## config.mk

```make
export PLATFORM = sky130hd
export DESIGN_NAME = button_debouncer
export DESIGN_NICKNAME = d
export VERILOG_FILES = /design/src/rtl/button_debouncer.sv
export SDC_FILE = /design/constraint.sdc
export NUM_CORES = 1
export LEC_CHECK = 0
export CORE_ASPECT_RATIO = 2
export CORE_MARGIN = 2
export CORE_UTILIZATION = 55
export CTS_CLUSTER_DIAMETER = 40
export DETAILED_ROUTE_END_ITERATION = 6
export PLACE_DENSITY_LB_ADDON = 0.2
export SLEW_MARGIN = 20
export SYNTH_ARGS = -nofsm -noshare
export SYNTH_HDL_FRONTEND = slang
export SYNTH_SLANG_ARGS = --single-unit
```

## constraint.sdc

```tcl
create_clock -name clk -period 1.73 [get_ports clk]
set_input_delay 0.519 -clock clk [delete_from_list [all_inputs] [get_ports clk]]
set_output_delay 0.519 -clock clk [all_outputs]
set_load 0.01 [all_outputs]
```

## src/rtl/button_debouncer.sv

```systemverilog
// Debounces NUM_BTN raw buttons: 2-flop sync, then per-channel tick-qualified FSM.
// Latency: 2 clk sync + STABLE_TICKS debounce ticks; level/pulse change 1 clk after the accepting tick.
// No backpressure: btn_press/btn_release are single-cycle pulses, never held or queued.
module button_debouncer #(
    parameter int NUM_BTN      = 4,
    parameter int STABLE_TICKS = 4
) (
    input  logic               clk,
    input  logic               rst_n,
    input  logic               debounce_clk,
    input  logic [NUM_BTN-1:0] btn_raw,
    output logic [NUM_BTN-1:0] btn_level,
    output logic [NUM_BTN-1:0] btn_press,
    output logic [NUM_BTN-1:0] btn_release
);

    localparam int CNT_W = $clog2(STABLE_TICKS + 1);
    localparam logic [CNT_W-1:0] CNT_ONE  = CNT_W'(1);
    localparam logic [CNT_W-1:0] CNT_LAST = CNT_W'(STABLE_TICKS - 1);

    localparam logic [1:0] STABLE_LO = 2'd0;
    localparam logic [1:0] CHK_HI    = 2'd1;
    localparam logic [1:0] STABLE_HI = 2'd2;
    localparam logic [1:0] CHK_LO    = 2'd3;

    logic               dclk_q;
    logic               tick;
    logic [NUM_BTN-1:0] sync_q1;
    logic [NUM_BTN-1:0] btn_sync;

    always_ff @(posedge clk or negedge rst_n) begin
        if (!rst_n) begin
            dclk_q   <= 1'b0;
            sync_q1  <= '0;
            btn_sync <= '0;
        end else begin
            dclk_q   <= debounce_clk;
            sync_q1  <= btn_raw;
            btn_sync <= sync_q1;
        end
    end

    // One-cycle strobe on each debounce_clk rising edge, however long it stays high.
    assign tick = debounce_clk & ~dclk_q;

    for (genvar g = 0; g < NUM_BTN; g++) begin : g_chan
        logic [1:0]       state;
        logic [CNT_W-1:0] cnt;
        logic             level_q;
        logic             press_q;
        logic             release_q;

        always_ff @(posedge clk or negedge rst_n) begin
            if (!rst_n) begin
                state     <= STABLE_LO;
                cnt       <= '0;
                level_q   <= 1'b0;
                press_q   <= 1'b0;
                release_q <= 1'b0;
            end else begin
                press_q   <= 1'b0;
                release_q <= 1'b0;
                if (tick) begin
                    case (state)
                        STABLE_LO: begin
                            if (btn_sync[g]) begin
                                // A single-tick qualification accepts on the very first sample.
                                if (STABLE_TICKS == 1) begin
                                    state   <= STABLE_HI;
                                    level_q <= 1'b1;
                                    press_q <= 1'b1;
                                end else begin
                                    state <= CHK_HI;
                                    cnt   <= CNT_ONE;
                                end
                            end
                        end
                        CHK_HI: begin
                            if (!btn_sync[g]) begin
                                state <= STABLE_LO;
                                cnt   <= '0;
                            end else if (cnt == CNT_LAST) begin
                                state   <= STABLE_HI;
                                cnt     <= '0;
                                level_q <= 1'b1;
                                press_q <= 1'b1;
                            end else begin
                                cnt <= cnt + CNT_ONE;
                            end
                        end
                        STABLE_HI: begin
                            if (!btn_sync[g]) begin
                                if (STABLE_TICKS == 1) begin
                                    state     <= STABLE_LO;
                                    level_q   <= 1'b0;
                                    release_q <= 1'b1;
                                end else begin
                                    state <= CHK_LO;
                                    cnt   <= CNT_ONE;
                                end
                            end
                        end
                        CHK_LO: begin
                            if (btn_sync[g]) begin
                                state <= STABLE_HI;
                                cnt   <= '0;
                            end else if (cnt == CNT_LAST) begin
                                state     <= STABLE_LO;
                                cnt       <= '0;
                                level_q   <= 1'b0;
                                release_q <= 1'b1;
                            end else begin
                                cnt <= cnt + CNT_ONE;
                            end
                        end
                        default: begin
                            state <= STABLE_LO;
                            cnt   <= '0;
                        end
                    endcase
                end
            end
        end

        assign btn_level[g]   = level_q;
        assign btn_press[g]   = press_q;
        assign btn_release[g] = release_q;
    end

endmodule
```

==> flow_summary.yaml <==
worst_setup_path:
  cp.required_ps: 1210
  critical_path_peak_fanout: 1
  cp.arrival_ps: 1180
  crit_buf_inv: 1
  critical_path.top_delay_family: "buffers and inverters"
  critPathLaunchType: "flip-flop"
  cpPeakStageDelay_ps: 540
  critPathKind: "flip-flop to output pin"
  cp-end-kind: "output pin"
  crit_slowest_cell: "clkdlybuf4s50_1"
  path_cells: "clkdlybuf4s50_1"
sta:
  period_needed_ps: 1690
  finClkSkew_ps: 3.01
  worst_hold_slack_ps: 187
  setup-violations-final: 0
  setup_ws_ps: 35.6
  rsz0062_at_grt: "false"
  worst_pin_slew_ps: 315
  setup_tns_ps: 0
  fmax_ghz: 0.590
  post-route-period-util_pct: 97.9
  maxSlewHeadroom_pct: 78.8
  finalHoldViolations: 0
  slew_viol_final: 0
synthesis:
  syn_inst: 151
  netlist_top_cells_area: "dfrtp_1, buf_4, ha_1"
  syn_nets: 162
  synth_top_area_cell: "dfrtp_1"
  ys_types: 35
  ys_seq_elements: 41
  syn_area_per_cell_um2: 12.0
  synth_top_cell_area_share_pct: 56.6
  synth_seq_area_share_pct: 56.6
  synth_warnings: 0
  netlist_area_um2: 1810
pwr:
  design_power_total_w: 0.00276
  p_leak_nw: 0.998
  power.density_nw_per_um2: 1310
  vdd_ir_drop_max_mv: 0.861
global_routing:
  grt-ovfl-total: 0
  grt_pass1_vias: 1251
  grt_pass1_wl_um: 5430
  grt_start_max_net_pins: 42
  gr-usage-all-layers_pct: 19.6
  antenna_found_initial: 0
place:
  dp_slack_ps: -217
  place_congestion: 0.752
  place_hpwl_um: 2210
  io_buffers: 18
floorplanning:
  fp.dieArea_um2: 3800
  fp.dieH_um: 85.2
  core_area_um2: 3160
  start_util_pct: 57.5
  die_w_um: 44.6
  fp-row-count: 29
  boundaryPins: 19
cts:
  cts_buffers: 5
  clkSinkCount: 41
  cts_hold_buf: 0
  insertion_delay_ps: 290
  cts-root-buf: "clkbuf_8"
  cts_tree: "built"
  postCtsSetupRepairBufs: 0
  path_clk_slew_ps: 80
  cts_max_level: 2
  clockBufferDepth: 2
layout:
  n_fill_cell: 242
  fin_util_pct: 66.9
  nNetsFinal: 182
  synthToLayoutAreaGrowth_pct: 16.5
  drive_above_1_share_pct: 12.8
  antennaDiodeCount: 0
run:
  maxCapViolCount: 0
detailed_routing:
  dr_total_vias: 1205
  drt-initial-drc-count: 20
  routed_wl_um: 3070
  first_pass_iters: 4
  wire_per_inst_um: 15.1
  avgViaCountPerCell: 5.94
  drc: 0
  ant_nets: 0
min_path:
  min_path_type: "input port to async pin"
outcome:
  outcome: "finished clean"
per-stage QoR:
stage / std cells / cell area [um^2]
floorplan: 151 / 1810
global placement: 195 / 2000
detailed placement: 195 / 2000
CTS: 203 / 2110
global route: 203 / 2110
finish: 203 / 2110
flip-flops by register name (all words and copies together) (netlist names), named ones only:
| register | cells |
|---|---|
| g_chan.cnt | 12 |
| btn_sync | 4 |
| g_chan.level_q | 4 |
| g_chan.press_q | 4 |
| g_chan.release_q | 4 |
| g_chan.state | 4 |
| sync_q1 | 4 |
| dclk_q | 1 |
path summary, 6_finish.rpt:
path	from	endpoint	slack [ps]	cells after the start
worst max-delay path	g_chan[1].release_q	btn_release[1]	40	1
worst min-delay path	rst_n	async pin	190	2
worst max register to register	g_chan[3].cnt[0]	flip-flop	280	4
worst min register to register	sync_q1[2]	btn_sync[2]	350	0
max in group asynchronous	rst_n	sync_q1[2]	1350	2
min in group clk	sync_q1[2]	btn_sync[2]	350	0
cell usage after synthesis:
| library cell | number |
|---|---|
| o21a_1 | 4 |
| a31oi_1 | 3 |
| buf_4 | 12 |
| nor3_1 | 4 |
| o41ai_1 | 2 |
| and2b_1 | 1 |
| nand2b_2 | 1 |
| mux2_1 | 3 |
| nor3b_1 | 5 |
| buf_2 | 1 |
| nor2_1 | 7 |
| a2bb2oi_1 | 4 |
| mux2i_1 | 4 |
| o21ai_1 | 4 |
| nand2b_4 | 1 |
| a21o_1 | 4 |
| dfrtp_1 | 41 |
| nand2b_1 | 3 |
| a21oi_1 | 5 |
| a311oi_1 | 1 |
| and3_1 | 3 |
| o31ai_1 | 1 |
| nand3_1 | 2 |
| nor4b_1 | 1 |
| nand3b_1 | 1 |
| o21ai_0 | 1 |
| buf_6 | 2 |
| and3_2 | 1 |
| inv_1 | 5 |
| and3b_1 | 4 |
| nand2_1 | 4 |
| a22o_1 | 4 |
| or3_1 | 4 |
| xnor2_1 | 4 |
| ha_1 | 4 |
cells in the final DEF, fill, tap and decap left out, types with 2 or more instances in the layout:
master / netlist / final
a21o_1: 4 / 4
a21oi_1: 5 / 5
a22o_1: 4 / 4
a2bb2oi_1: 4 / 4
a31oi_1: 3 / 3
and3_1: 3 / 3
and3b_1: 4 / 4
buf_4: 12 / 9
clkbuf_8: 0 / 6
clkdlybuf4s50_1: 0 / 13
dfrtp_1: 41 / 41
dlygate4sd2_1: 0 / 4
ha_1: 4 / 4
inv_1: 5 / 5
mux2_1: 3 / 3
mux2i_1: 4 / 4
nand2_1: 4 / 4
nand2b_1: 3 / 3
nand3_1: 2 / 2
nor2_1: 7 / 7
nor3_1: 4 / 4
nor3b_1: 5 / 5
o21a_1: 4 / 4
o21ai_1: 4 / 4
o41ai_1: 2 / 2
or3_1: 4 / 4
xnor2_1: 4 / 4
per-layer routing:
metal | up-vias | track usage (%) | share of wire (%)
met5 | - | 0 | 0
met4 | 0 | 11.6 | 2.6
met3 | 6 | 4.68 | 3.0
met2 | 17 | 33.6 | 56
met1 | 614 | 20.6 | 38
li1 | 568 | - | -
cells by family (layout without fill, tap and decap cells):
group,after synthesis,in the layout,synth area share [%]
buffers and inverters,20,41,7.52
flip-flops,41,41,56.6
multiplexers,7,7,4.07
AO/OA/AOI/OAI,33,33,12.8
XOR/XNOR,4,4,1.93
AND/OR/NAND/NOR,42,42,14.3
adder cells (fa/ha/maj),4,4,2.76
power by group:
part	total [W]	internal [W]	leakage (nW)	switching [W]
clock network	0.000794	0.000469	0.0574	0.000325
logic	0.000658	0.000345	0.411	0.000313
registers	0.00131	0.00114	0.529	0.000173
cell type report:
class / count / area (um^2) / area share (%)
flip-flops and latches: 41 / 1030 / 48.5
multi-input cells: 90 / 652 / 30.8
repair buffers: 28 / 258 / 12.2
clock buffers: 6 / 82.6 / 3.91
well taps: 31 / 38.8 / 1.84
clock inverters: 2 / 37.5 / 1.78
inverters: 5 / 18.8 / 0.888
repair_timing:
item                       CTS  global route
setup endpoints to repair    4             0
resized for setup            4             0
hold endpoints to repair     0             0
(Power assumes the default switching activity.)
